==> src/rtl/rv32i_multicycle_ctrl.sv <==
// rtl/rv32i_multicycle_ctrl.sv - multi-cycle RV32I control sequencer
module rv32i_multicycle_ctrl #(
  parameter int CNT_W       = 32,
  parameter int MEM_TIMEOUT = 16
) (
  input  logic             clk,
  input  logic             reset,
  input  logic [6:0]       opcode,
  input  logic [2:0]       funct3,
  input  logic             br_eq,
  input  logic             br_lt,
  input  logic             mem_ready,
  output logic             ir_write,
  output logic             pc_write,
  output logic             pc_src,
  output logic [1:0]       alu_src_a,
  output logic [1:0]       alu_src_b,
  output logic [1:0]       alu_op,
  output logic             br_un,
  output logic             mem_read,
  output logic             mem_write,
  output logic             reg_write,
  output logic [1:0]       wb_sel,
  output logic [2:0]       state,
  output logic             halted,
  output logic [1:0]       halt_cause,
  output logic [CNT_W-1:0] retired
);

  typedef enum logic [2:0] {
    FETCH = 3'd0, DECODE = 3'd1, EXEC = 3'd2, MEM = 3'd3, WB = 3'd4, HALT = 3'd7
  } state_t;

  localparam logic [6:0] OpReg    = 7'b0110011;
  localparam logic [6:0] OpImm    = 7'b0010011;
  localparam logic [6:0] OpLoad   = 7'b0000011;
  localparam logic [6:0] OpStore  = 7'b0100011;
  localparam logic [6:0] OpBranch = 7'b1100011;
  localparam logic [6:0] OpJal    = 7'b1101111;
  localparam logic [6:0] OpJalr   = 7'b1100111;
  localparam logic [6:0] OpLui    = 7'b0110111;
  localparam logic [6:0] OpAuipc  = 7'b0010111;

  // Counter is one value wider than needed so the limit compare never wraps.
  localparam int             ToW     = $clog2(MEM_TIMEOUT + 2);
  localparam logic [ToW-1:0] ToLimit = ToW'(MEM_TIMEOUT);

  state_t         curState, nextState;
  logic [1:0]     nextCause;
  logic [ToW-1:0] toCnt;
  logic           legalOp, isLoad, taken, retire;
  logic           irWr, pcWr, memRd, memWr, regWr;

  assign isLoad = (opcode == OpLoad);

  always_comb begin
    case (opcode)
      OpReg, OpImm, OpLoad, OpStore, OpBranch,
      OpJal, OpJalr, OpLui, OpAuipc: legalOp = 1'b1;
      default:                       legalOp = 1'b0;
    endcase
  end

  always_comb begin
    case (funct3)
      3'b000:         taken = br_eq;
      3'b001:         taken = ~br_eq;
      3'b100, 3'b110: taken = br_lt;
      3'b101, 3'b111: taken = ~br_lt;
      default:        taken = 1'b0;
    endcase
  end

  always_comb begin
    nextState = curState;
    nextCause = 2'b00;
    irWr      = 1'b0;
    pcWr      = 1'b0;
    memRd     = 1'b0;
    memWr     = 1'b0;
    regWr     = 1'b0;
    retire    = 1'b0;
    pc_src    = 1'b0;
    alu_src_a = 2'b00;
    alu_src_b = 2'b00;
    alu_op    = 2'b00;
    br_un     = 1'b0;
    wb_sel    = 2'b00;
    case (curState)
      FETCH: begin
        irWr      = 1'b1;
        nextState = DECODE;
      end
      DECODE: begin
        if (!legalOp || (opcode == OpBranch && funct3[2:1] == 2'b01)) begin
          nextState = HALT;
          nextCause = 2'b01;
        end else begin
          nextState = EXEC;
        end
      end
      EXEC: begin
        case (opcode)
          OpReg: begin
            alu_op    = 2'b10;
            nextState = WB;
          end
          OpImm: begin
            alu_src_b = 2'b01;
            alu_op    = 2'b10;
            nextState = WB;
          end
          OpLui: begin
            alu_src_a = 2'b10;
            alu_src_b = 2'b01;
            nextState = WB;
          end
          OpAuipc: begin
            alu_src_a = 2'b01;
            alu_src_b = 2'b01;
            nextState = WB;
          end
          OpLoad, OpStore: begin
            alu_src_b = 2'b01;
            nextState = MEM;
          end
          OpBranch: begin
            alu_src_a = 2'b01;
            alu_src_b = 2'b01;
            br_un     = funct3[1];
            pcWr      = 1'b1;
            pc_src    = taken;
            retire    = 1'b1;
            nextState = FETCH;
          end
          OpJal, OpJalr: begin
            alu_src_a = (opcode == OpJal) ? 2'b01 : 2'b00;
            alu_src_b = 2'b01;
            regWr     = 1'b1;
            wb_sel    = 2'b10;
            pcWr      = 1'b1;
            pc_src    = 1'b1;
            retire    = 1'b1;
            nextState = FETCH;
          end
          default: begin
            nextState = HALT;
            nextCause = 2'b01;
          end
        endcase
      end
      MEM: begin
        alu_src_b = 2'b01;
        memRd     = isLoad;
        memWr     = ~isLoad;
        if (mem_ready) begin
          if (isLoad) begin
            nextState = WB;
          end else begin
            pcWr      = 1'b1;
            retire    = 1'b1;
            nextState = FETCH;
          end
        end else if (MEM_TIMEOUT != 0 && (toCnt + ToW'(1)) == ToLimit) begin
          nextState = HALT;
          nextCause = 2'b10;
        end
      end
      WB: begin
        regWr     = 1'b1;
        wb_sel    = isLoad ? 2'b01 : 2'b00;
        pcWr      = 1'b1;
        retire    = 1'b1;
        nextState = FETCH;
      end
      HALT: nextState = HALT;
      default: begin
        nextState = HALT;
        nextCause = 2'b01;
      end
    endcase
  end

  // Strobes are masked during reset so an abandoned instruction commits nothing.
  assign ir_write  = irWr  & ~reset;
  assign pc_write  = pcWr  & ~reset;
  assign mem_read  = memRd & ~reset;
  assign mem_write = memWr & ~reset;
  assign reg_write = regWr & ~reset;
  assign state     = curState;

  always_ff @(posedge clk) begin
    if (reset) begin
      curState   <= FETCH;
      retired    <= '0;
      halted     <= 1'b0;
      halt_cause <= 2'b00;
      toCnt      <= '0;
    end else begin
      curState <= nextState;
      if (retire) retired <= retired + CNT_W'(1);
      halted <= (nextState == HALT);
      if (nextState == HALT && curState != HALT) halt_cause <= nextCause;
      toCnt <= (curState == MEM && nextState == MEM) ? toCnt + ToW'(1) : '0;
    end
  end

endmodule

==> config.mk <==
export PLATFORM = sky130hd
export DESIGN_NAME = rv32i_multicycle_ctrl
export DESIGN_NICKNAME = d
export VERILOG_FILES = /design/src/rtl/rv32i_multicycle_ctrl.sv
export SDC_FILE = /design/constraint.sdc
export NUM_CORES = 1
export LEC_CHECK = 0
export CAP_MARGIN = 20
export CORE_ASPECT_RATIO = 1.75
export CORE_MARGIN = 2
export CORE_UTILIZATION = 48
export DETAILED_ROUTE_END_ITERATION = 6
export PLACE_DENSITY = 0.85
export SETUP_SLACK_MARGIN = 0.02
export SLEW_MARGIN = 20
export SYNTH_ARGS = -nofsm -noshare
export SYNTH_HDL_FRONTEND = slang
export SYNTH_SLANG_ARGS = --single-unit
==> constraint.sdc <==
create_clock -name clk -period 2.4 [get_ports clk]
set_input_delay 0.48 -clock clk [delete_from_list [all_inputs] [get_ports clk]]
set_output_delay 0.48 -clock clk [all_outputs]
set_load 0.01 [all_outputs]
# == Yosys cells after proc, flatten, opt, wreduce, memory -nomap -nowiden ==
# Index checks and enable logic that the tools add are counted.
# totals
reg_bits,43
output_inout_bits,53
word_cells,96
# classes
addsub,2
eq_ne,24
n_mux,36
bitwise_logic,10
reduce_logical,19
# ops
op,count
adder 32 x 1 -> 32 bit (second input constant),1
equality test 3 bit (second input constant),7
equality test 7 x 6 -> 1 bit (second input constant),3
equality test 7 bit (second input constant),3
two-way mux 1 bit,16
one-hot mux 3 bit (5 select lines),1
equality test 7 x 5 -> 1 bit (second input constant),2
OR reduction 2 bit,7
two-way mux 2 bit,6
two-way mux 3 bit,4
equality test 3 x 2 -> 1 bit (second input constant),3
one-hot mux 3 bit (3 select lines),1
OR reduction 9 bit,1
one-hot mux 2 bit (4 select lines),1
OR reduction 8 bit,1
equality test 7 x 2 -> 1 bit (second input constant),1
equality test 3 x 1 -> 1 bit (second input constant),2
zero test 3 bit,2
one-hot mux 1 bit (2 select lines),3
one-hot mux 2 bit (3 select lines),1
OR reduction 3 bit,2
adder 5 x 1 -> 5 bit (second input constant),1
AND 1 bit,5
equality test 5 bit (second input constant),1
10 further kinds,16

# == Longest topological paths before layout ==
# logic_depth
depth_word,11
depth_mapped,8

# == Worst setup path before layout ==
# OpenSTA, ideal clock, no wires.
# synth_path
kind,input port to output port
startpoint,input opcode[4]
endpoint,output pc_write
arrival_ns,1.725
required_ns,1.920
slack_ns,0.195
stages,5
n_path_buf,1
path_cell_list,or3_1 o2111a_1 a221oi_4 buf_4 nor2_1
# synth_between
elab_chain_len,5
word_cells_on_any_way,10
classes_between,eq/ne (4); mux (4); bitwise (1); reduce/logical (1)
# synth_lines
element,line,text
start: declaration,8,"input logic [6:0] opcode,"
equality test 7 bit or equality test 7 x 2 -> 1 bit (tied branches),"103, 54",
OR reduction 3 bit (no line) or two-way mux 1 bit (tied branches),n/a,
two-way mux 1 bit (on tied branches),"103, 156",
one-hot mux 1 bit (3 select lines) *,89,case (curState)
AND 1 bit *,186,assign pc_write = pcWr & ~reset;
end: declaration,14,"output logic pc_write,"
# Every way passes the cells marked *; elsewhere a longest branch is shown, timed or not.

# == Worst setup path after layout ==
# layout_path
startpoint,input opcode[5]
endpoint,output pc_write
# The elaborated chain is that of the path after synthesis.

==> summary.md <==
| Metric | Value |
|---|---|
| CP Data Required Time | `1920 ps` |
| Max Freq | `0.427 GHz` |
| Placer Congestion | `0.886` |
| Cell area power density | `634 nW/um^2` |
| Length of routed met2 wiring | `4030 um` |
| Psw | `0.772 mW` |
| Type of origin of the critical path | `input pin` |
| Peak supply drop | `0.000488 V` |
| Multi-input logic area | `1620 um^2` |
| Max Transition Viols Final | `0` |
| Mapped cell area | `2510 um^2` |
| Element type at the critical path end | `output pin` |
| Detail Placement HPWL | `5350 um` |
| Setup TNS | `0 ps` |
| Fraction of registers with async set/reset | `0%` |
| Failing checks | `design-rule violations` |
| Final hold vios | `0` |
| I/O pin total | `68` |
| RSZ-0062 raised after global routing | `true` |
| Postcts setup bufs | `0` |
| Total power draw | `2.24 mW` |
| Status | `finished, violations left` |
| Drt via density | `5.89` |
| First-pass GRT wire length | `11400 um` |
| Final Util | `70.4%` |
| Initial drt markers | `121` |
| Starting density of the core | `50.1%` |
| Port bufs | `65` |
| Core area | `5020 um^2` |
| Flop pwr share | `37.0%` |
| Layout cells sized above 1 | `17.4%` |
| Filler cell count | `410` |
| Hold Path Origin | `retired[20]$_SDFFE_PP0P_` |
| Worst skew pair latency | `300 ps` |
| Clock tree buffer depth | `2` |
| Post-synth EDFFs | `0` |
| Synth Instances | `302` |
| Crit Reg-Reg Startpoint | `retired[12]$_SDFFE_PP0P_` |
| Maxcap violations | `0` |
| Final wirelength | `7100 um` |
| Drt pass-1 iters | `7` |
| Final Net Count | `408` |
| Fin crit period | `2340 ps` |
| Tot GR Track Use | `25.1%` |
| Rows | `34` |
| CTS tree | `yes` |
| GRT overflow | `0` |
| Num CTS Buffers | `5` |
| Final period util | `97.6%` |
| Die height | `99.7 um` |
| Initial antenna violation count | `0` |
| Crit Path Max Fanout | `3` |
| Critical Path Source | `opcode[5]` |
| Synthesis-to-finish area growth | `40.6%` |
| CTS clk-pin slew, worst paths | `80 ps` |
| Vias in the first global route | `2568` |
| Remaining antenna violation count | `0` |
| Die X | `58.7 um` |
| Reg area | `862 um^2` |
| Syn_area_per_cell | `8.32 um^2` |
| Setup CP Type | `in -> out` |
| Arrival time of the worst setup path | `1860 ps` |
| Clk root buf | `clkbuf_8` |
| H-tree Lvls | `2` |
| Yosys cell types | `55` |
| Vias | `2615` |
| DR top layer | `met4` |
| Die footprint | `5850 um^2` |
| Combinational share of power | `38.6%` |
| Drt wl/cell | `16.0 um` |
| Clk pwr share | `24.4%` |
| # DRC | `5` |
| Synth Flop Type | `dfxtp_1` |
| Register bit total from synthesis | `43` |
| Met3 Wirelength | `316 um` |
| Final Setup Violations | `0` |
| Switch share | `34.5%` |
| Antenna Cells | `0` |
| Min-Delay Path Class | `reg -> reg` |
| Metal-1 WL | `2500 um` |
| P_int | `1.47 mW` |
| Clock tree sinks | `43` |
| Static Leakage | `1.27 nW` |
| Seq/Total Area, Yosys | `34.2%` |
| Synth warn | `0` |
| Clock Skews | `2.28 ps` |
| Largest net degree at the start of global routing | `36` |
-- per-layer routing --
| layer | global-route usage (%) | vias up |
|---|---|---|
| met4 | 15.9 | 0 |
| li1 | - | 1262 |
| met2 | 47.5 | 95 |
| met1 | 23.8 | 1240 |
| met5 | 0 | - |
| met3 | 3.51 | 18 |
-- cell usage after synthesis (5+ instances only) --
cell	instances	share of area (%)
nand2_1	24	3.6
nor4_2	8	4.0
nand3_1	17	3.4
and3_1	5	1.2
nor3_1	14	2.8
a21oi_1	10	2.0
clkbuf_1	8	1.2
inv_1	8	1.2
nor2_1	44	6.6
xor2_1	9	3.1
xnor2_1	19	6.6
dfxtp_1	43	34
o21ai_0	9	1.8
or3_1	7	1.7
nor4_1	7	1.7
nand4_1	5	1.2
-- power groups by stage --
stage | clock [mW] | combinational (mW) | sequential (mW)
after floorplan | 0 | 0.516 | 0.841
after global placement | 0 | 0.839 | 0.838
after detailed placement | 0 | 0.852 | 0.840
after CTS | 0.553 | 0.854 | 0.826
after global routing | 0.585 | 0.929 | 0.837
final | 0.547 | 0.864 | 0.830
-- cells by family (layout without fill, tap and decap cells) --
family,count (synthesis),in the layout,share of synthesized area (%)
xor+xnor,28,28,9.76
fa+ha+maj,3,3,1.49
compound gates,38,38,11.0
flops,43,43,34.2
buf+inv,22,109,4.38
other cells,1,2,0.149
mux,1,1,0.398
simple gates,166,166,38.6
-- critical path, stage by stage --
cell and delay, ps:
dlygate4sd2_1 260, or3_1 370, o2111a_1 270, a221oi_4 240, nor2_2 80, buf_2 140
-- final cells by class --
cell class | count | area share (%)
Sequential cell | 43 | 24.4
Timing Repair Buffer | 94 | 24.1
Clock inverter | 1 | 0.850
Clock buffer | 6 | 2.05
Inverter | 8 | 0.850
Multi-Input combinational cell | 238 | 45.8
Tap cell | 54 | 1.91
-- state kept, by name, indices dropped and copies added, names as in the netlist --
signal and cells:
halt_cause 2, halted 1, retired 32, state 3
toCnt 5
-- final timing paths --
kind                                                  to  slack, ps  cells after the start
worst max-delay path                            pc_write         60                      6
worst min-delay path            retired[20]$_SDFFE_PP0P_        490                      2
worst max register to register  retired[28]$_SDFFE_PP0P_        250                      6
worst min register to register  retired[20]$_SDFFE_PP0P_        490                      2
-- what timing repair did --
action / CTS / global route
gates resized for setup: 41 / 3
pin swaps: 5 / 1
gates cloned: 0 / 0
setup endpoints to repair: 35 / 5
hold buffers: 0 / 0
-- cell usage in the layout (no fill, tap or decap), types with 5 or more instances in the layout --
master,instances
clkdlybuf4s50_1,45
and3_1,5
nand3_1,17
a21oi_1,10
xnor2_1,19
or3_1,7
dlygate4sd2_1,17
nor3_1,13
buf_4,27
clkbuf_8,5
nand2_1,22
nand4_1,5
xor2_1,9
nor2_1,42
nor4_2,9
nor4_1,5
inv_1,7
dfxtp_1,42
o21ai_0,9
-- stage by stage --
stage,hold WS [ps],instances,cell area (um^2),setup WS (ps)
6_report,494,444,3530,57.5
5_1_grt,526,444,3530,3.30
4_1_cts,497,444,3530,53.8
3_5_place_dp,486,437,3370,-549
3_3_place_gp,475,437,3370,-519
2_1_floorplan,453,303,2520,195
Note: power is estimated with default switching activity, not from simulation.
